[config.mk]
export PLATFORM = sky130hd
export DESIGN_NAME = spi_master_gen
export DESIGN_NICKNAME = d
export VERILOG_FILES = /design/src/rtl/spi_pkg.sv /design/src/rtl/spi_clk_div.sv /design/src/rtl/spi_master_gen.sv
export SDC_FILE = /design/constraint.sdc
export NUM_CORES = 1
export LEC_CHECK = 0
export CORE_MARGIN = 2
export CORE_UTILIZATION = 48
export CTS_BUF_LIST = sky130_fd_sc_hd__clkbuf_16
export CTS_CLUSTER_SIZE = 30
export DETAILED_ROUTE_END_ITERATION = 7
export GPL_TIMING_DRIVEN = 1
export HOLD_SLACK_MARGIN = 0.06
export PLACE_DENSITY = 0.75
export SYNTH_ARGS = -nofsm -noshare
export SYNTH_HDL_FRONTEND = slang
export SYNTH_HIERARCHICAL = 1
export SYNTH_SLANG_ARGS = --single-unit
[constraint.sdc]
create_clock -name clk -period 2 [get_ports clk]
set_input_delay 0.4 -clock clk [delete_from_list [all_inputs] [get_ports clk]]
set_output_delay 0.4 -clock clk [all_outputs]
set_load 0.005 [all_outputs]
[src/rtl/spi_pkg.sv]
// Shared types for the SPI master: FSM state and latched transfer mode.
package spi_pkg;

  typedef enum logic [2:0] {
    IDLE,
    SETUP,
    LEAD,
    TRAIL,
    HOLD
  } spi_state_t;

  typedef struct packed {
    logic cpol;
    logic cpha;
    logic lsb_first;
  } spi_mode_t;

endpackage

[src/rtl/spi_clk_div.sv]
// Half-period tick generator; counter wraps on tick or on clr.
module spi_clk_div #(
  parameter int CLK_DIV = 50
) (
  input  logic clk,
  input  logic reset,
  input  logic clr,
  output logic tick
);

  localparam int CW = (CLK_DIV > 1) ? $clog2(CLK_DIV) : 1;

  logic [CW-1:0] r_cnt;

  assign tick = (r_cnt == CW'(CLK_DIV - 1));

  always_ff @(posedge clk) begin
    if (reset || clr || tick) r_cnt <= '0;
    else                      r_cnt <= r_cnt + 1'b1;
  end

endmodule

[src/rtl/spi_master_gen.sv]
// SPI master: all four modes, MSB/LSB first, decoded active-low chip selects.
module spi_master_gen
  import spi_pkg::*;
#(
  parameter int DATA_W  = 8,
  parameter int NUM_CS  = 2,
  parameter int CLK_DIV = 50,
  localparam int CSW = (NUM_CS > 1) ? $clog2(NUM_CS) : 1
) (
  input  logic              clk,
  input  logic              reset,
  input  logic              cpol,
  input  logic              cpha,
  input  logic              lsb_first,
  input  logic [CSW-1:0]    cs_sel,
  input  logic              start,
  input  logic [DATA_W-1:0] tx_data,
  output logic [DATA_W-1:0] rx_data,
  output logic              tx_ready,
  output logic              done,
  output logic              SCLK,
  output logic              MOSI,
  input  logic              MISO,
  output logic [NUM_CS-1:0] CS_N
);

  localparam int BW = $clog2(DATA_W + 1);

  spi_state_t        r_state;
  spi_mode_t         r_mode;
  logic [DATA_W-1:0] r_sh;
  logic [BW-1:0]     r_bits;
  logic              r_sclk;
  logic              r_mosi;
  logic [NUM_CS-1:0] r_cs_n;
  logic [DATA_W-1:0] r_rx;
  logic              r_ready;
  logic              r_done;

  logic              w_tick;
  logic              w_clr;
  logic [NUM_CS-1:0] w_cs_dec;
  logic [DATA_W-1:0] w_sh_next;

  function automatic logic out_bit(input logic lsb,
                                   input logic [DATA_W-1:0] v);
    return lsb ? v[0] : v[DATA_W-1];
  endfunction

  assign w_clr = (r_state == IDLE);

  spi_clk_div #(.CLK_DIV(CLK_DIV)) u_div (
    .clk   (clk),
    .reset (reset),
    .clr   (w_clr),
    .tick  (w_tick)
  );

  // Received bits enter opposite to the outgoing end
  assign w_sh_next = r_mode.lsb_first ?
                     {MISO, r_sh[DATA_W-1:1]} :
                     {r_sh[DATA_W-2:0], MISO};

  always_comb begin
    w_cs_dec = '1;
    for (int i = 0; i < NUM_CS; i++)
      if (cs_sel == CSW'(i)) w_cs_dec[i] = 1'b0;
  end

  always_ff @(posedge clk) begin
    if (reset) begin
      r_state <= IDLE;
      r_mode  <= '0;
      r_sh    <= '0;
      r_bits  <= '0;
      r_sclk  <= 1'b0;
      r_mosi  <= 1'b0;
      r_cs_n  <= '1;
      r_rx    <= '0;
      r_ready <= 1'b1;
      r_done  <= 1'b0;
    end else begin
      r_done <= 1'b0;
      unique case (r_state)
        IDLE: begin
          r_sclk <= cpol;
          if (start && !r_done) begin
            r_mode.cpol      <= cpol;
            r_mode.cpha      <= cpha;
            r_mode.lsb_first <= lsb_first;
            r_sh    <= tx_data;
            r_bits  <= '0;
            r_cs_n  <= w_cs_dec;
            r_ready <= 1'b0;
            r_mosi  <= cpha ? 1'b0 : out_bit(lsb_first, tx_data);
            r_state <= SETUP;
          end
        end
        SETUP: if (w_tick) begin
          r_state <= LEAD;
          r_sclk  <= ~r_mode.cpol;
          if (r_mode.cpha) r_mosi <= out_bit(r_mode.lsb_first, r_sh);
        end
        LEAD: if (w_tick) begin
          r_state <= TRAIL;
          r_sclk  <= r_mode.cpol;
          if (!r_mode.cpha) r_sh <= w_sh_next;
        end
        TRAIL: if (w_tick) begin
          r_bits <= r_bits + 1'b1;
          if (r_mode.cpha) r_sh <= w_sh_next;
          if (r_bits == BW'(DATA_W - 1)) begin
            r_state <= HOLD;
            r_sclk  <= r_mode.cpol;
          end else begin
            r_state <= LEAD;
            r_sclk  <= ~r_mode.cpol;
            r_mosi  <= out_bit(r_mode.lsb_first,
                               r_mode.cpha ? w_sh_next : r_sh);
          end
        end
        HOLD: if (w_tick) begin
          r_state <= IDLE;
          r_cs_n  <= '1;
          r_rx    <= r_sh;
          r_done  <= 1'b1;
          r_ready <= 1'b1;
          r_sclk  <= cpol;
        end
        default: r_state <= IDLE;
      endcase
    end
  end

  assign rx_data  = r_rx;
  assign tx_ready = r_ready;
  assign done     = r_done;
  assign SCLK     = r_sclk;
  assign MOSI     = r_mosi;
  assign CS_N     = r_cs_n;

endmodule

==> flow_metrics.py, run 1 <==
metrics = {
    "layout": {
        "nets": 278,
        "layout.cells.non_filler": 308,
        "area_growth_syn_to_layout_pct": 34.4,
        "fillers": 318,
        "drive_above_1_share_pct": 16.9,
        "antenna_cells": 0,
    },
    "power_and_ir_drop": {
        "ir_drop_v": 0.000581,
        "powerDensity_mw_per_mm2": 802,
        "p_leak_nw": 0.925,
        "p_total_mw": 2.05,
    },
    "clock_tree": {
        "ctsLongestPathBuffers": 2,
        "cts_made_buffers": 5,
        "htree_num_levels": 2,
        "clk_latency_ps": 280,
        "path_clk_slew_ps": 50,
        "clock_sinks": 38,
        "cts-root-buf": "clkbuf_16",
        "cts_hold_buf": 0,
        "cts_tree": "built",
    },
    "setup_path": {
        "cp.required_ps": 2150,
        "reg2reg_slack_ps": 130,
        "worst-path-buf-inv": 1,
        "slowest_stage": "or4b_1",
        "path_cells": "clkdlybuf4s50_1, or4b_1, o21a_1, a2111oi_0, nor3_1",
        "crit_path_max_incr_delay_ps": 560,
        "cp-endpoint": "r_sh[7]",
        "reg2reg_depth": 9,
        "cp-end-kind": "register",
        "cp_max_fo": 4,
        "cp-startpoint": "start",
        "cp.depth": 5,
        "arrival_ps": 2080,
        "r2r-start": "u_div/r_cnt[1]",
        "worstSetupPathType": "in -> reg",
        "crit_family": "simple AND/OR/NAND/NOR gates",
        "r2r_end": "CS_N[1]",
        "critPathLaunchType": "primary input",
    },
    "status": {
        "outcome": "finished clean",
    },
    "synthesis": {
        "avgSynthCellArea_um2": 8.74,
        "synth-edff-count": 0,
        "ys_seq_area_share_pct": 39.9,
        "yosysWarningCount": 6,
        "yosys_register_bits": 38,
        "synth_top_cell_by_area": "dfxtp_1",
        "synthMuxAreaShare_pct": 5.91,
        "syn_area_mm2": 0.00191,
        "synth_compound_area_share_pct": 21.3,
        "synth_area_leaders": "dfxtp_1, nand2_1, a21oi_1, mux2i_1, nor2_1",
        "synthAdderAreaFrac_pct": 2.50,
        "synth_xor_area_share_pct": 2.76,
        "synth-main-ff-cell": "dfxtp_1",
        "netlist.area_leader.share_pct": 39.9,
        "synthCells": 218,
        "synth_top_family_by_area": "simple AND/OR/NAND/NOR gates",
        "synthArstFlopShare_pct": 0,
        "ys_types": 47,
        "syn_nets": 237,
        "yosys.area_share.simple_pct": 23.2,
    },
    "drt": {
        "drt-initial-drc-count": 143,
        "vias": 1718,
        "drc_errors": 0,
        "via_per_inst": 5.58,
        "route.top_layer_used": "met4",
        "wl_per_cell_um": 14.3,
        "m1WireLength_um": 2000,
        "wl_met3_um": 203,
        "ant_nets": 0,
        "dr.pass1.iters": 4,
        "wl_um": 4420,
        "wl_met2_um": 2150,
    },
    "die": {
        "fp-row-count": 22,
        "fp.dieW_um": 67.0,
        "pin_count": 30,
        "die_area_mm2": 0.00449,
        "initial_core_util_pct": 50.9,
        "die_h_um": 67.0,
        "core_area_mm2": 0.00374,
    },
    "timing": {
        "hold_viol": 0,
        "drv_slew": 0,
        "max_freq_ghz": 0.520,
        "worst_slack_ps": 75.4,
        "slew_headroom_pct": 70.7,
        "worst_pin_slew_ps": 428,
        "fin_skew_ps": 2.19,
        "min_period_ps": 1920,
        "fin_tns_setup_ps": 0,
        "rsz0062_at_grt": "yes",
        "setup_viol": 0,
        "period_share_pct": 96.2,
    },
    "grt": {
        "grt_use_total_pct": 22.3,
        "grt_pass1_wl_um": 7470,
        "antenna_found_initial": 0,
        "overflow": 0,
        "grt_pass1_vias": 1602,
        "grt_max_degree": 20,
    },
    "place": {
        "hpwl_um": 3120,
        "place_ws_ps": -193,
        "gp_congestion": 0.834,
        "io_buffers": 29,
        "dp.cells": 296,
    },
    "flow_run": {
        "cap_violations": 0,
    },
    "worst_hold_path": {
        "holdCritPathClass": "reg -> reg",
    },
}
-- cell usage after synthesis, types with 2 or more instances --
cell and instances:
nand3b_1 2, ha_1 3, nand4_1 2, nor3b_1 3
a211oi_1 5, o21ai_0 4, a2111oi_0 5, nand3_1 5
inv_1 3, clkbuf_1 8, xor2_1 4, nor3_1 8
a211oi_2 4, and4b_1 2, buf_2 4, nand2_1 31
nor2b_1 3, xnor2_1 2, or3_1 2, nor2_1 20
dfxtp_1 38, buf_1 2, a2bb2oi_1 6, a21oi_1 18
nand2b_1 4, mux2i_1 9
-- power breakdown --
group | total [mW] | internal (mW) | switching [mW]
Clock | 0.999 | 0.709 | 0.290
Combinational | 0.234 | 0.130 | 0.103
Sequential | 0.821 | 0.788 | 0.0325
-- cells in the final DEF, fill, tap and decap left out, types with 2 or more instances in the layout --
| cell | count |
|---|---|
| a2111oi_0 | 3 |
| a211oi_1 | 5 |
| a211oi_2 | 4 |
| a21oi_1 | 18 |
| a2bb2oi_1 | 6 |
| and4b_1 | 2 |
| buf_4 | 19 |
| bufinv_16 | 2 |
| clkbuf_16 | 5 |
| clkdlybuf4s50_1 | 29 |
| dfxtp_1 | 37 |
| ha_1 | 3 |
| inv_1 | 3 |
| mux2i_1 | 9 |
| nand2_1 | 30 |
| nand2b_1 | 4 |
| nand3_1 | 5 |
| nand3b_1 | 2 |
| nand4_1 | 2 |
| nor2_1 | 20 |
| nor2b_1 | 3 |
| nor3_1 | 8 |
| nor3b_1 | 3 |
| o21ai_0 | 4 |
| or3_1 | 2 |
| xnor2_1 | 2 |
| xor2_1 | 4 |
-- timing repair --
item | 4_1_cts | 5_1_grt
buffers inserted | 0 | 4
setup endpoints to repair | 0 | 9
gates resized for setup | 0 | 7
-- routing by layer --
| metal | track usage (%) | vias up |
|---|---|---|
| met5 | 0 | - |
| met4 | 8.16 | 0 |
| met3 | 5.57 | 8 |
| met2 | 35.4 | 47 |
| met1 | 28.9 | 805 |
| li1 | - | 858 |
-- state kept, by name, summed over array words and instances, names as in the netlist --
register,count
u_div/r_cnt,6
r_bits,4
done,1
tx_ready,1
r_state,3
CS_N,2
r_sh,8
MOSI,1
r_mode,3
SCLK,1
rx_data,8
-- final cells by class --
type,instances,area [um^2],share of cell area [%]
Sequential cell,38,762,29.8
Timing Repair Buffer,49,453,17.7
Clock buffer,5,125,4.89
Inverter,4,15.0,0.586
Clock inverter,3,63.8,2.49
Tap cell,48,60.1,2.34
Multi-Input combinational cell,161,1080,42.3
-- worst min path at each step --
stage | startpoint | to | slack (ps) | cells past startpoint
detailed placement | rx_data[3] | rx_data[3] | 450 | 2
floorplan | u_div/r_cnt[0] | u_div/r_cnt[0] | 440 | 1
global placement | tx_ready | tx_ready | 440 | 1
finish | u_div/r_cnt[0] | u_div/r_cnt[0] | 450 | 1
global route | u_div/r_cnt[0] | u_div/r_cnt[0] | 470 | 1
CTS | rx_data[0] | rx_data[0] | 460 | 2
-- logic make-up after synthesis --
kind of cell,count (synthesis)
simple gates,89
xor+xnor,6
mux,10
fa+ha+maj,4
compound gates,52
flops,38
buf+inv,19
-- metrics by stage --
| step | utilization [%] | area, um^2 | hold WS (ps) |
|---|---|---|---|
| 6_report | 68.4 | 2560 | 446 |
| 5_1_grt | 68.4 | 2560 | 469 |
| 4_1_cts | 67.0 | 2510 | 457 |
| 3_5_place_dp | 62.0 | 2320 | 449 |
| 3_3_place_gp | 62.0 | 2320 | 443 |
| 2_1_floorplan | - | 1910 | 443 |
Note: power is estimated with default switching activity, not from simulation.
==> inputs of run 2 (changes only) <==
--- a/config.mk
+++ b/config.mk
@@ -11,7 +11,7 @@
 export CTS_CLUSTER_SIZE = 30
 export DETAILED_ROUTE_END_ITERATION = 7
 export GPL_TIMING_DRIVEN = 1
-export HOLD_SLACK_MARGIN = 0.06
+export HOLD_SLACK_MARGIN = 0.05
 export PLACE_DENSITY = 0.75
 export SYNTH_ARGS = -nofsm -noshare
 export SYNTH_HDL_FRONTEND = slang
==> results of run 2 <==
No change in the layout: final DEF, timing and power equal those of run 1.
==> inputs of run 3 (changes only) <==
--- a/config.mk
+++ b/config.mk
@@ -12,7 +12,7 @@
 export DETAILED_ROUTE_END_ITERATION = 7
 export GPL_TIMING_DRIVEN = 1
 export HOLD_SLACK_MARGIN = 0.05
-export PLACE_DENSITY = 0.75
+export PLACE_DENSITY_LB_ADDON = 0.15
 export SYNTH_ARGS = -nofsm -noshare
 export SYNTH_HDL_FRONTEND = slang
 export SYNTH_HIERARCHICAL = 1
==> flow_metrics.py, run 3 (synthesis gave the netlist of run 1 again) <==
metrics = {
    "drt": {
        "vias": 1698,
        "ant_nets": 0,
        "drt-initial-drc-count": 104,
        "wl_um": 4580,
        "via_per_inst": 5.51,
        "wl_per_cell_um": 14.9,
        "dr.pass1.iters": 4,
        "drc_errors": 0,
    },
    "layout": {
        "design_area_mm2": 0.00251,
        "fillers": 329,
        "final_cell_mix": "dfxtp_1, nand2_1, clkdlybuf4s50_1, nor2_1, buf_4",
        "area_growth_syn_to_layout_pct": 31.7,
        "drive_above_1_share_pct": 17.3,
        "nets": 279,
        "layout_commonest_cell": "dfxtp_1",
        "postLayoutCoreUtil_pct": 67.0,
        "antenna_cells": 0,
    },
    "setup_path": {
        "cp_max_fo": 5,
        "cp-end-kind": "register",
        "arrival_ps": 2120,
        "worstSetupPathType": "in -> reg",
        "r2r-start": "u_div/r_cnt[4]",
        "cp.required_ps": 2160,
        "cp-startpoint": "start",
        "critPathLaunchType": "primary input",
    },
    "grt": {
        "grt_max_degree": 20,
        "grt_util_met1_pct": 30.2,
        "overflow": 0,
        "busiest_layer": "met2",
        "grt_use_met3_pct": 6.42,
        "grt_use_total_pct": 22.0,
        "grt_pass1_wl_um": 7240,
        "antenna_found_initial": 0,
        "grt_use_met2_pct": 32.7,
        "grt_pass1_vias": 1528,
    },
    "timing": {
        "worst_pin_slew_ps": 458,
        "setup_viol": 0,
        "fin_skew_ps": 9.98,
        "hold_viol": 0,
        "period_share_pct": 97.8,
        "drv_slew": 0,
        "max_freq_ghz": 0.511,
        "fin_tns_setup_ps": 0,
        "timing.hold.ws_ps": 442,
        "worst_slack_ps": 44.4,
        "min_period_ps": 1960,
        "slew_headroom_pct": 69.4,
    },
    "place": {
        "gp_congestion": 0.812,
        "io_buffers": 29,
        "hpwl_um": 3180,
        "place_area_mm2": 0.00233,
        "place_ws_ps": -227,
    },
    "power_and_ir_drop": {
        "powerDensity_mw_per_mm2": 716,
        "ir_drop_v": 0.000604,
        "p_leak_nw": 0.900,
    },
    "clock_tree": {
        "cts-root-buf": "clkbuf_16",
        "cts_made_buffers": 5,
        "htree_num_levels": 2,
        "path_clk_slew_ps": 60,
        "clock_sinks": 38,
        "clk_latency_ps": 290,
        "ctsLongestPathBuffers": 2,
        "cts_tree": "built",
    },
    "die": {
        "die_h_um": 67.0,
        "die_area_mm2": 0.00449,
        "pin_count": 30,
        "initial_core_util_pct": 50.9,
        "fp.dieW_um": 67.0,
        "fp-row-count": 22,
        "core_area_mm2": 0.00374,
    },
    "flow_run": {
        "cap_violations": 0,
    },
    "worst_hold_path": {
        "worstHoldStart": "u_div/r_cnt[0]",
        "holdCritPathClass": "reg -> reg",
    },
    "status": {
        "outcome": "finished clean",
    },
}
run 3: routing by layer:
metal,routed length (um),vias up
li1,-,863
met1,2200,791
met2,2060,37
met3,265,7
met4,63,0
met5,0,-
run 3: final timing paths:
| path | slack, ps | depth (start not counted) | endpoint |
|---|---|---|---|
| max reg2reg | 100 | 7 | r_sh[0] |
| max | 40 | 5 | r_sh[0] |
| min | 440 | 1 | u_div/r_cnt[0] |
| min reg2reg | 440 | 1 | u_div/r_cnt[0] |
run 3: metrics by stage:
stage	instances	power (mW)
3_5_place_dp	299	1.07
6_report	308	1.80
5_1_grt	308	1.88
2_1_floorplan	218	0.967
3_3_place_gp	299	1.06
4_1_cts	306	1.81
run 3: final cells by class:
class                      instances  area (um^2)  share of cell area [%]
timing repair buffer              50          452                    18.0
sequential                        38          762                    30.4
clock buffer                       5          125                    4.99
tap                               48         60.1                    2.39
multi-input combinational        161         1090                    43.3
clock inverter                     2         10.0                   0.399
inverter                           4         15.0                   0.598
run 3: power breakdown:
group	leakage [nW]	total, mW	switching (mW)	internal (mW)
logic	0.520	0.236	0.104	0.132
clock network	0.0694	0.742	0.293	0.449
registers	0.310	0.819	0.0308	0.788
run 3: critical path: stages:
cell	delay, ps
clkdlybuf4s50_1	460
or4b_1	580
o21a_1	190
a2111oi_1	400
nor3_1	90
run 3: what timing repair did:
item | 4_1_cts | 5_1_grt
setup buffers | 0 | 1
hold buffers | 0 | 0
resized for setup | 0 | 7
endpoints found under the setup margin | 0 | 9
endpoints found under the hold margin | 0 | 0
